### src/rtl/doodle_pkg.sv
// Shared jump-state encoding and screen geometry for the doodle game blocks.
package doodle_pkg;

    typedef enum logic [1:0] {
        ST_INIT = 2'd0,
        ST_UP   = 2'd1,
        ST_DOWN = 2'd2,
        ST_DONE = 2'd3
    } jump_state_e;

    localparam int SCREEN_W = 640;
    localparam int SCREEN_H = 480;

    // One-hot LED pattern ordered {q_I, q_Up, q_Down, q_Done}.
    function automatic logic [3:0] state_flags(jump_state_e s);
        return 4'b1000 >> s;
    endfunction

endpackage

### src/rtl/doodle_motion_ctrl_if.sv
// Player-input, collision and renderer-facing signals of the doodle motion controller.
interface doodle_motion_ctrl_if;
    logic       start;
    logic       tilt_left;
    logic       tilt_right;
    logic [3:0] tilt_intensity;
    logic       land_hit;
    logic [9:0] xpos;
    logic [9:0] ypos;
    logic       scroll_req;
    logic [4:0] scroll_amt;
    logic [7:0] score;
    logic       q_I;
    logic       q_Up;
    logic       q_Down;
    logic       q_Done;

    modport master (
        output start, tilt_left, tilt_right, tilt_intensity, land_hit,
        input  xpos, ypos, scroll_req, scroll_amt, score, q_I, q_Up, q_Down, q_Done
    );

    modport slave (
        input  start, tilt_left, tilt_right, tilt_intensity, land_hit,
        output xpos, ypos, scroll_req, scroll_amt, score, q_I, q_Up, q_Down, q_Done
    );
endinterface

### src/rtl/doodle_motion_ctrl_tick_gen.sv
// Free-running physics tick: one-cycle enable every TICK_DIV clocks.
module tick_gen #(
    parameter int TICK_DIV = 524288
) (
    input  logic ClkPort,
    input  logic Reset,
    output logic tick
);
    logic [19:0] cnt_q;

    assign tick = (cnt_q == 20'(TICK_DIV - 1));

    // NOTE: clocked state uses non-blocking assignments so every register samples pre-edge values.
    always_ff @(posedge ClkPort or posedge Reset) begin
        if (Reset) begin
            cnt_q <= '0;
        end else if (tick) begin
            cnt_q <= '0;
        end else begin
            cnt_q <= cnt_q + 20'd1;
        end
    end
endmodule

### src/rtl/doodle_motion_ctrl.sv
// Doodle jump sequencer: vertical physics, tilt steering with wrap, scroll requests and score.
module doodle_motion_ctrl
    import doodle_pkg::*;
#(
    parameter int TICK_DIV    = 524288,
    parameter int X_START     = 320,
    parameter int Y_START     = 400,
    parameter int JUMP_V      = 8,
    parameter int MAX_V       = 12,
    parameter int SCROLL_LINE = 200,
    parameter int FLOOR_Y     = doodle_pkg::SCREEN_H - 1,
    parameter int SCREEN_W    = doodle_pkg::SCREEN_W
) (
    input logic                 ClkPort,
    input logic                 Reset,
    doodle_motion_ctrl_if.slave bus
);
    localparam logic signed [10:0] SCROLL_S = 11'(SCROLL_LINE);

    jump_state_e state_q;
    logic [3:0]  flags_q;
    logic [9:0]  xpos_q, ypos_q;
    logic [4:0]  vel_q;
    logic [7:0]  score_q;
    logic        scroll_req_q;
    logic [4:0]  scroll_amt_q;
    logic        tick;

    logic signed [10:0] up_ny_d;
    logic               up_scroll_d;
    logic [4:0]         up_amt_d;
    logic [5:0]         vel_inc_d;
    logic [4:0]         dn_nv_d;
    logic [10:0]        dn_ny_d;
    logic               dn_floor_d;
    logic [10:0]        x_sum_d;
    logic [9:0]         xpos_d;

    tick_gen #(.TICK_DIV(TICK_DIV)) u_tick_gen (
        .ClkPort (ClkPort),
        .Reset   (Reset),
        .tick    (tick)
    );

    // NOTE: every combinational output gets a default first so no latch can be inferred.
    always_comb begin
        up_ny_d     = $signed({1'b0, ypos_q}) - $signed({6'b0, vel_q});
        up_scroll_d = up_ny_d < SCROLL_S;
        up_amt_d    = 5'(SCROLL_S - up_ny_d);
        vel_inc_d   = {1'b0, vel_q} + 6'd1;
        dn_nv_d     = (vel_inc_d > 6'(MAX_V)) ? 5'(MAX_V) : vel_inc_d[4:0];
        dn_ny_d     = {1'b0, ypos_q} + {6'b0, dn_nv_d};
        dn_floor_d  = dn_ny_d >= 11'(FLOOR_Y);
        x_sum_d     = {1'b0, xpos_q} + {7'b0, bus.tilt_intensity};
        xpos_d      = xpos_q;
        if (bus.tilt_right && !bus.tilt_left) begin
            xpos_d = (x_sum_d >= 11'(SCREEN_W)) ? 10'(x_sum_d - 11'(SCREEN_W)) : x_sum_d[9:0];
        end else if (bus.tilt_left && !bus.tilt_right) begin
            xpos_d = (xpos_q < {6'b0, bus.tilt_intensity})
                   ? 10'({1'b0, xpos_q} + 11'(SCREEN_W) - {7'b0, bus.tilt_intensity})
                   : xpos_q - {6'b0, bus.tilt_intensity};
        end
    end

    always_ff @(posedge ClkPort or posedge Reset) begin
        if (Reset) begin
            state_q      <= ST_INIT;
            flags_q      <= state_flags(ST_INIT);
            xpos_q       <= 10'(X_START);
            ypos_q       <= 10'(Y_START);
            vel_q        <= '0;
            score_q      <= '0;
            scroll_req_q <= 1'b0;
            scroll_amt_q <= '0;
        end else begin
            scroll_req_q <= 1'b0;
            case (state_q)
                ST_INIT: begin
                    xpos_q <= 10'(X_START);
                    ypos_q <= 10'(Y_START);
                    vel_q  <= '0;
                    if (bus.start) begin
                        state_q <= ST_UP;
                        flags_q <= state_flags(ST_UP);
                        vel_q   <= 5'(JUMP_V);
                        score_q <= '0;
                    end
                end
                ST_UP: if (tick) begin
                    xpos_q <= xpos_d;
                    // Rising past the scroll line moves the world instead of the doodle.
                    if (up_scroll_d) begin
                        ypos_q       <= 10'(SCROLL_LINE);
                        scroll_amt_q <= up_amt_d;
                        scroll_req_q <= 1'b1;
                    end else begin
                        ypos_q <= up_ny_d[9:0];
                    end
                    vel_q <= vel_q - 5'd1;
                    if (vel_q == 5'd1) begin
                        state_q <= ST_DOWN;
                        flags_q <= state_flags(ST_DOWN);
                    end
                end
                ST_DOWN: if (tick) begin
                    xpos_q <= xpos_d;
                    if (bus.land_hit) begin
                        state_q <= ST_UP;
                        flags_q <= state_flags(ST_UP);
                        vel_q   <= 5'(JUMP_V);
                        if (score_q != 8'hFF) score_q <= score_q + 8'd1;
                    end else if (dn_floor_d) begin
                        ypos_q  <= 10'(FLOOR_Y);
                        state_q <= ST_DONE;
                        flags_q <= state_flags(ST_DONE);
                    end else begin
                        ypos_q <= dn_ny_d[9:0];
                        vel_q  <= dn_nv_d;
                    end
                end
                ST_DONE: if (bus.start) begin
                    state_q <= ST_INIT;
                    flags_q <= state_flags(ST_INIT);
                end
            endcase
        end
    end

    assign bus.xpos       = xpos_q;
    assign bus.ypos       = ypos_q;
    assign bus.scroll_req = scroll_req_q;
    assign bus.scroll_amt = scroll_amt_q;
    assign bus.score      = score_q;
    assign bus.q_I        = flags_q[3];
    assign bus.q_Up       = flags_q[2];
    assign bus.q_Down     = flags_q[1];
    assign bus.q_Done     = flags_q[0];
endmodule
### src/flat_wrapper.sv
// flat-port wrapper written by rule: the top's interface ports become plain ports
module doodle_motion_ctrl_flat import doodle_pkg::*;
#(
    parameter int TICK_DIV    = 524288,
    parameter int X_START     = 320,
    parameter int Y_START     = 400,
    parameter int JUMP_V      = 8,
    parameter int MAX_V       = 12,
    parameter int SCROLL_LINE = 200,
    parameter int FLOOR_Y     = doodle_pkg::SCREEN_H - 1,
    parameter int SCREEN_W    = doodle_pkg::SCREEN_W
)
  (ClkPort, Reset, bus_start, bus_tilt_left, bus_tilt_right, bus_tilt_intensity, bus_land_hit, bus_xpos, bus_ypos, bus_scroll_req, bus_scroll_amt, bus_score, bus_q_I, bus_q_Up, bus_q_Down, bus_q_Done);
  doodle_motion_ctrl_if bus_i ();
  input logic ClkPort;
  input logic Reset;
  input wire logic [$bits(bus_i.start)-1:0] bus_start;
  input wire logic [$bits(bus_i.tilt_left)-1:0] bus_tilt_left;
  input wire logic [$bits(bus_i.tilt_right)-1:0] bus_tilt_right;
  input wire logic [$bits(bus_i.tilt_intensity)-1:0] bus_tilt_intensity;
  input wire logic [$bits(bus_i.land_hit)-1:0] bus_land_hit;
  output wire logic [$bits(bus_i.xpos)-1:0] bus_xpos;
  output wire logic [$bits(bus_i.ypos)-1:0] bus_ypos;
  output wire logic [$bits(bus_i.scroll_req)-1:0] bus_scroll_req;
  output wire logic [$bits(bus_i.scroll_amt)-1:0] bus_scroll_amt;
  output wire logic [$bits(bus_i.score)-1:0] bus_score;
  output wire logic [$bits(bus_i.q_I)-1:0] bus_q_I;
  output wire logic [$bits(bus_i.q_Up)-1:0] bus_q_Up;
  output wire logic [$bits(bus_i.q_Down)-1:0] bus_q_Down;
  output wire logic [$bits(bus_i.q_Done)-1:0] bus_q_Done;
  assign bus_i.start = bus_start;
  assign bus_i.tilt_left = bus_tilt_left;
  assign bus_i.tilt_right = bus_tilt_right;
  assign bus_i.tilt_intensity = bus_tilt_intensity;
  assign bus_i.land_hit = bus_land_hit;
  assign bus_xpos = bus_i.xpos;
  assign bus_ypos = bus_i.ypos;
  assign bus_scroll_req = bus_i.scroll_req;
  assign bus_scroll_amt = bus_i.scroll_amt;
  assign bus_score = bus_i.score;
  assign bus_q_I = bus_i.q_I;
  assign bus_q_Up = bus_i.q_Up;
  assign bus_q_Down = bus_i.q_Down;
  assign bus_q_Done = bus_i.q_Done;
  doodle_motion_ctrl #(.TICK_DIV(TICK_DIV), .X_START(X_START), .Y_START(Y_START), .JUMP_V(JUMP_V), .MAX_V(MAX_V), .SCROLL_LINE(SCROLL_LINE), .FLOOR_Y(FLOOR_Y), .SCREEN_W(SCREEN_W)) u_core (.ClkPort(ClkPort), .Reset(Reset), .bus(bus_i));
endmodule
### config.mk
export PLATFORM = sky130hd
export DESIGN_NAME = doodle_motion_ctrl_flat
export DESIGN_NICKNAME = d
export VERILOG_FILES = /design/src/rtl/doodle_pkg.sv /design/src/rtl/doodle_motion_ctrl_if.sv /design/src/rtl/doodle_motion_ctrl_tick_gen.sv /design/src/rtl/doodle_motion_ctrl.sv /design/src/flat_wrapper.sv
export SDC_FILE = /design/constraint.sdc
export NUM_CORES = 1
export LEC_CHECK = 0
export ABC_AREA = 1
export CORE_UTILIZATION = 50
export CTS_CLUSTER_SIZE = 20
export DETAILED_ROUTE_END_ITERATION = 10
export GPL_ROUTABILITY_DRIVEN = 0
export HOLD_SLACK_MARGIN = 0.02
export PLACE_DENSITY = 0.71
export SLEW_MARGIN = 5
export SYNTH_ARGS = -nofsm -noshare
export SYNTH_HDL_FRONTEND = slang
export SYNTH_SLANG_ARGS = --single-unit
export TNS_END_PERCENT = 10
### constraint.sdc
create_clock -name ClkPort -period 7.85 [get_ports ClkPort]
set_clock_uncertainty 0.1 [all_clocks]
set_input_delay 1.57 -clock ClkPort [delete_from_list [all_inputs] [get_ports ClkPort]]
set_output_delay 1.57 -clock ClkPort [all_outputs]
set_load 0.02 [all_outputs]
==> flow_summary.ini, run 1 <==
[critical_path]
required_ps = 8000
arrival_ps = 4250
crit_buf_inv = 4
cp_slowest_stage_delay_ps = 560
r2r_end = u_core.vel_q[0]
cp_max_fo = 8
crit_type = primary input to flip-flop
path_delay_family = simple AND/OR/NAND/NOR gates
slowest_stage = clkdlybuf4s50_1
start_kind = primary input
reg2regPathDepth = 22
crit_chain = clkdlybuf4s50_1, inv_1, ha_1, inv_1, a21oi_1, nand2_1, nand4_1, nand2_1, ha_1, nand3b_1, nand2_1, inv_1, nand3b_1, nand3_1, nand2_1, nand2_1
reg2reg_slack_ps = 4290
worst_r2r_startpoint = u_core.vel_q[0]
worstSetupEndpointType = flip-flop
crit_top_cell = nand2_1

[logic_synthesis]
synth.avg_cell_area_um2 = 7.11
postSynthCellCount = 773
ys_types = 42
synth_compound_area_share_pct = 9.97
synthTopCellsByArea = dfrtp_1, nand2_1, ha_1, nand3_1, inv_1
synth-main-ff-cell = dfrtp_1
synth_top_area_share_pct = 26.8
synthesis.nets = 837
synthSimpleGateAreaFrac_pct = 33.4
yosysWarnings = 0
async_flop_share_pct = 100
syn_area_um2 = 5500
synthAdderAreaFrac_pct = 13.2
synthMuxAreaShare_pct = 0
synth-edff-count = 0
ys_seq_elements = 65
synthXorXnorAreaFrac_pct = 5.42
synth_top_area_cell = dfrtp_1
ys_seq_area_share_pct = 29.7
synth_top_family_by_area = simple AND/OR/NAND/NOR gates

[min_path]
hp-start = u_core.u_tick_gen.cnt_q[0]
min_to = u_core.u_tick_gen.cnt_q[0]
hp-class = flip-flop to flip-flop
hold_depth = 1

[timing]
worst_slew_pin_slew_ps = 849
fin_tns_setup_ps = 0
grt_setup_unrepaired = no
finalSetupViolations = 0
layout_min_cycle_time_ps = 4100
holdWs_ps = 359
slew_violations = 0
clock.fmax_mhz = 244
min_period_over_period_pct = 52.2
hold_viol = 0
relSlewSlack_pct = 43.4
setup_slack_ps = 3750

[clock_tree]
cts_tree = yes
cts_setup_buffers = 0
path_clk_slew_ps = 80
cts_buffer_depth = 2
htreeDepth = 3
clockRootBuffer = clkbuf_8
hold_buffers = 0
clock_latency_ps = 360
cts.sinks = 65
cts.repair.resized = 0
cts_buffers = 9

[layout]
seq_area_um2 = 1630
syn_to_final_growth_pct = 14.8
multi_input_area_um2 = 3410
fillCellCount = 971
antennaDiodeCount = 0
nets = 887
drive_gt1_share_pct = 7.25

[global_routing]
first_global_vias = 5080
grt_max_degree = 66
grt_pass1_wl_um = 23200
antenna_found_initial = 0
grt_overflow_total = 0
grt_util_all_layers_pct = 25.3

[floorplan]
die_w_um = 107
die_y_um = 107
rows = 37
core_area_um2 = 10500
dieArea_um2 = 11400
initial_core_util_pct = 52.3
io_pins = 48

[routing]
drt_first_pass_iters = 5
drt_iter0_drc = 281
routedWlPerCell_um = 14.0
vias = 5255
drtAntennaViolNets = 0
drc = 0
wirelength_um = 13500
viasPerCell = 5.45

[power_and_ir_drop]
power.density_nw_per_um2 = 288
max-vdd-ir-drop_uv = 281
p_leak_uw = 0.00306

[outcome]
outcome = completed

[placement]
dpl.hpwl_um = 10300
numPortBuffers = 47
pre_cts_ws_ps = 3460

[flow_run]
cap_violations = 0
power breakdown:
| part | internal, µW | switching [µW] |
|---|---|---|
| Clock | 156 | 145 |
| Sequential | 388 | 70.4 |
| Combinational | 385 | 673 |
area by class of cell:
cell class | count | share of cell area (%)
clock inverters | 6 | 1.07
repair buffers | 48 | 7.57
inverters | 109 | 6.48
multi-input cells | 590 | 54.1
clock buffers | 10 | 2.18
flip-flops and latches | 65 | 25.9
well taps | 136 | 2.70
registers in the layout, summed over array words and instances, names as in the netlist:
name,flops
u_core.u_tick_gen.cnt_q,20
u_core.vel_q,5
u_core.bus.ypos,10
u_core.bus.score,8
u_core.bus.scroll_req,1
u_core.flags_q,4
u_core.bus.xpos,10
u_core.state_q,2
u_core.bus.scroll_amt,5
metal layers:
metal	up-vias	share of wire [%]	track usage, %
met5	-	0	0
met4	0	2.4	9.88
met3	30	6.1	4.74
met2	154	48	42.2
met1	2464	44	32.3
li1	2607	-	-
synthesized netlist by cell type, drive strengths merged (2+ instances only):
cell      n
nor4      2
dfrtp    59
o31ai     4
fa        7
o22ai     2
buf       5
o21ai    42
nor2     72
nand4    21
a31oi     5
inv     106
o211ai    2
a21oi    42
xor2     16
nand3b    5
clkbuf    4
dfstp     6
nand3    82
nor3      8
clkinv    3
xnor2    18
or2       5
ha       47
nand2   203
a211oi    2
how the worst max path moves through the flow:
| stage | start | end | slack, ps | cells after the start |
|---|---|---|---|---|
| 3_3_place_gp | bus_tilt_intensity[3] | u_core.bus.xpos[7] | 3540 | 18 |
| 3_5_place_dp | bus_tilt_intensity[3] | u_core.bus.xpos[7] | 3460 | 18 |
| 6_report | bus_tilt_intensity[3] | u_core.bus.xpos[7] | 3750 | 16 |
| 5_1_grt | bus_tilt_intensity[3] | u_core.bus.xpos[7] | 3520 | 18 |
| 2_1_floorplan | bus_tilt_intensity[2] | u_core.bus.xpos[7] | 4310 | 17 |
| 4_1_cts | bus_tilt_intensity[3] | u_core.bus.xpos[7] | 3830 | 16 |
kinds of logic (layout without fill, tap and decap cells):
group | count (synthesis) | in the layout
compound gates | 101 | 101
other cells | 1 | 1
flops | 65 | 65
simple gates | 400 | 400
xor+xnor | 34 | 34
fa+ha+maj | 54 | 54
buf+inv | 118 | 173
through the flow:
step | std cells | area [µm²] | util, % | power, µW
detailed placement | 948 | 6110 | 58.1 | 1510
global placement | 948 | 6110 | 58.1 | 1490
CTS | 964 | 6310 | 60.1 | 1820
finish | 964 | 6310 | 60.1 | 1820
global route | 964 | 6310 | 60.1 | 1970
floorplan | 773 | 5500 | - | 1250
placed cells by master (no fill, tap or decap), types with 9 or more instances in the layout:
cell             instances
a21oi_1                 41
dfrtp_1                 59
xnor2_1                 18
nand3_1                 79
xor2_1                  16
o21ai_0                 35
inv_1                  100
nand2_1                194
ha_1                    47
clkdlybuf4s50_1         47
clkbuf_8                10
nand2_2                  9
nor2_1                  61
nand4_1                 21
Power figures use the tool's default switching activity.
==> run 2: changes to the inputs <==
==> constraint.sdc (replaced) <==
create_clock -name ClkPort -period 3.88 [get_ports ClkPort]
set_clock_uncertainty 0.1 [all_clocks]
set_input_delay 0.776 -clock ClkPort [delete_from_list [all_inputs] [get_ports ClkPort]]
set_output_delay 0.776 -clock ClkPort [all_outputs]
set_load 0.02 [all_outputs]
==> run 2 against run 1 <==
Via count down 0.46%. Power up 110%. Combinational power up 100%. Count of clock-buffer cells in the layout up 2. Final cell count up 0.21%. Final area up 0.85%. Core utilization up 0.51 points. Register-to-register slack worse by 4000 ps. Worst setup slack worse by 3500 ps. Largest power group unchanged.
==> flow_summary.ini, run 2 (synthesis results as in run 1) <==
[routing]
vias = 5231
viasPerCell = 5.42
wirelength_um = 13500
drt_iter0_drc = 349
drc = 0
drt_first_pass_iters = 5
drtAntennaViolNets = 0
routedWlPerCell_um = 14.0

[clock_tree]
htreeDepth = 3
cts_buffers = 9
cts_buffer_depth = 2
cts.sinks = 65
clockRootBuffer = clkbuf_8
cts_setup_buffers = 0
clock_latency_ps = 350
cts_tree = yes
path_clk_slew_ps = 70

[critical_path]
crit_type = flip-flop to flip-flop
required_ps = 4010
crit_top_cell = nand2_1
crit_chain = ha_1, nand3_1, nand2_1, inv_1, a21oi_1, a21oi_2, inv_1, nor2_1, ha_1, fa_1, nand3_1, nand2_1, nand2_1, nand2_1, nand2_1, nand3_1, o21ai_1, nand2_2, nand2_2, nand2_2, nand2_1, nand2_1
path_delay_family = simple AND/OR/NAND/NOR gates
cp_max_fo = 9
slowest_stage = dfrtp_1
crit_cells = 22
cp_slowest_stage_delay_ps = 550
reg2regPathDepth = 22
arrival_ps = 3770
crit_buf_inv = 2
start_kind = flip-flop
worstSetupEndpointType = flip-flop

[timing]
clock.fmax_mhz = 275
min_period_over_period_pct = 93.6
slew_violations = 0
worst_slew_pin_slew_ps = 850
relSlewSlack_pct = 43.3
holdWs_ps = 377
fin_tns_setup_ps = 0
grt_setup_unrepaired = no
layout_min_cycle_time_ps = 3630
finalSetupViolations = 0
hold_viol = 0

[layout]
largest_reg_flops = 20
largest-register = u_core.u_tick_gen.cnt_q
nets = 889
post-route-util_pct = 60.6
final_common_cell = nand2_1
fillCellCount = 990
layout_common_cells = nand2_1, inv_1, nand3_1
syn_to_final_growth_pct = 15.7
antennaDiodeCount = 0
drive_gt1_share_pct = 7.59

[global_routing]
first_global_vias = 4933
grt_util_all_layers_pct = 24.9
grt_overflow_total = 0
grt_max_degree = 66
grt_pass1_wl_um = 22800
antenna_found_initial = 0

[flow_run]
cap_violations = 0

[placement]
dpl.hpwl_um = 10200
numPortBuffers = 47

[floorplan]
io_pins = 48
rows = 37
die_w_um = 107
core_area_um2 = 10500
initial_core_util_pct = 52.3
die_y_um = 107
dieArea_um2 = 11400

[outcome]
outcome = completed

[min_path]
hp-class = flip-flop to flip-flop
hold_depth = 1

[power_and_ir_drop]
power.density_nw_per_um2 = 592
p_leak_uw = 0.00308
max-vdd-ir-drop_uv = 590
-- run 2: changes by cell type in the layout (fill, tap and decap cells not counted), sizes merged --
cell,change
bufinv,+1
buf,+2
clkbuf,+2
clkinv,-3
-- run 2: worst paths after layout --
kind	end	startpoint	slack, ps
worst max-delay path	u_core.vel_q[1]	u_core.vel_q[0]	250
worst max register to register	u_core.vel_q[1]	u_core.vel_q[0]	250
max in group asynchronous	u_core.bus.score[6]	Reset	2220
worst min register to register	u_core.u_tick_gen.cnt_q[0]	u_core.u_tick_gen.cnt_q[0]	380
worst min-delay path	u_core.u_tick_gen.cnt_q[0]	u_core.u_tick_gen.cnt_q[0]	380
min in group asynchronous	u_core.u_tick_gen.cnt_q[17]	Reset	890
-- run 2: final cells by class --
class / count / area (µm²) / share of cell area (%)
Clock inverter: 4 / 75.1 / 1.18
Timing Repair Buffer: 50 / 493 / 7.75
Inverter: 109 / 409 / 6.43
Clock buffer: 12 / 155 / 2.44
Multi-Input combinational cell: 590 / 3430 / 53.9
Sequential cell: 65 / 1630 / 25.7
Tap cell: 136 / 170 / 2.67
-- run 2: worst register-to-register path, cell delays in order, from the launching register on --
cell and delay [ps]:
dfrtp_1 550, ha_1 260, nand3_1 110, nand2_1 80, inv_1 50, a21oi_1 170
a21oi_2 80, inv_1 100, nor2_1 50, ha_1 230, fa_1 420, nand3_1 90
nand2_1 70, nand2_1 90, nand2_1 80, nand2_1 100, nand3_1 80, o21ai_1 220
nand2_2 190, nand2_2 170, nand2_2 110, nand2_1 70, nand2_1 60
-- run 2: timing repair --
item	CTS	global route
hold buffers	0	0
gates resized for setup	0	3
setup endpoints to repair	0	14
-- run 2: through the flow --
step | instance area (µm²) | cells | setup WS (ps) | power [µW]
finish | 6360 | 966 | 246 | 3770
global route | 6360 | 966 | 54.9 | 4070
CTS | 6350 | 966 | 287 | 3750
detailed placement | 6120 | 950 | 289 | 3060
global placement | 6120 | 950 | 365 | 3020
floorplan | 5500 | 773 | 853 | 2530
-- run 2: power breakdown --
group          switching (µW)  internal [µW]  total, µW
sequential                141            786        928
clock                     273            397        671
combinational            1380            785       2170
-- run 2: per-layer routing --
metal / vias to the layer above / part of all wire, % / GRT usage, %
li1: 2618 / - / -
met1: 2432 / 46 / 32.5
met2: 163 / 48 / 41.9
met3: 18 / 5.4 / 4.26
met4: 0 / 1.5 / 7.63
met5: - / 0 / 0
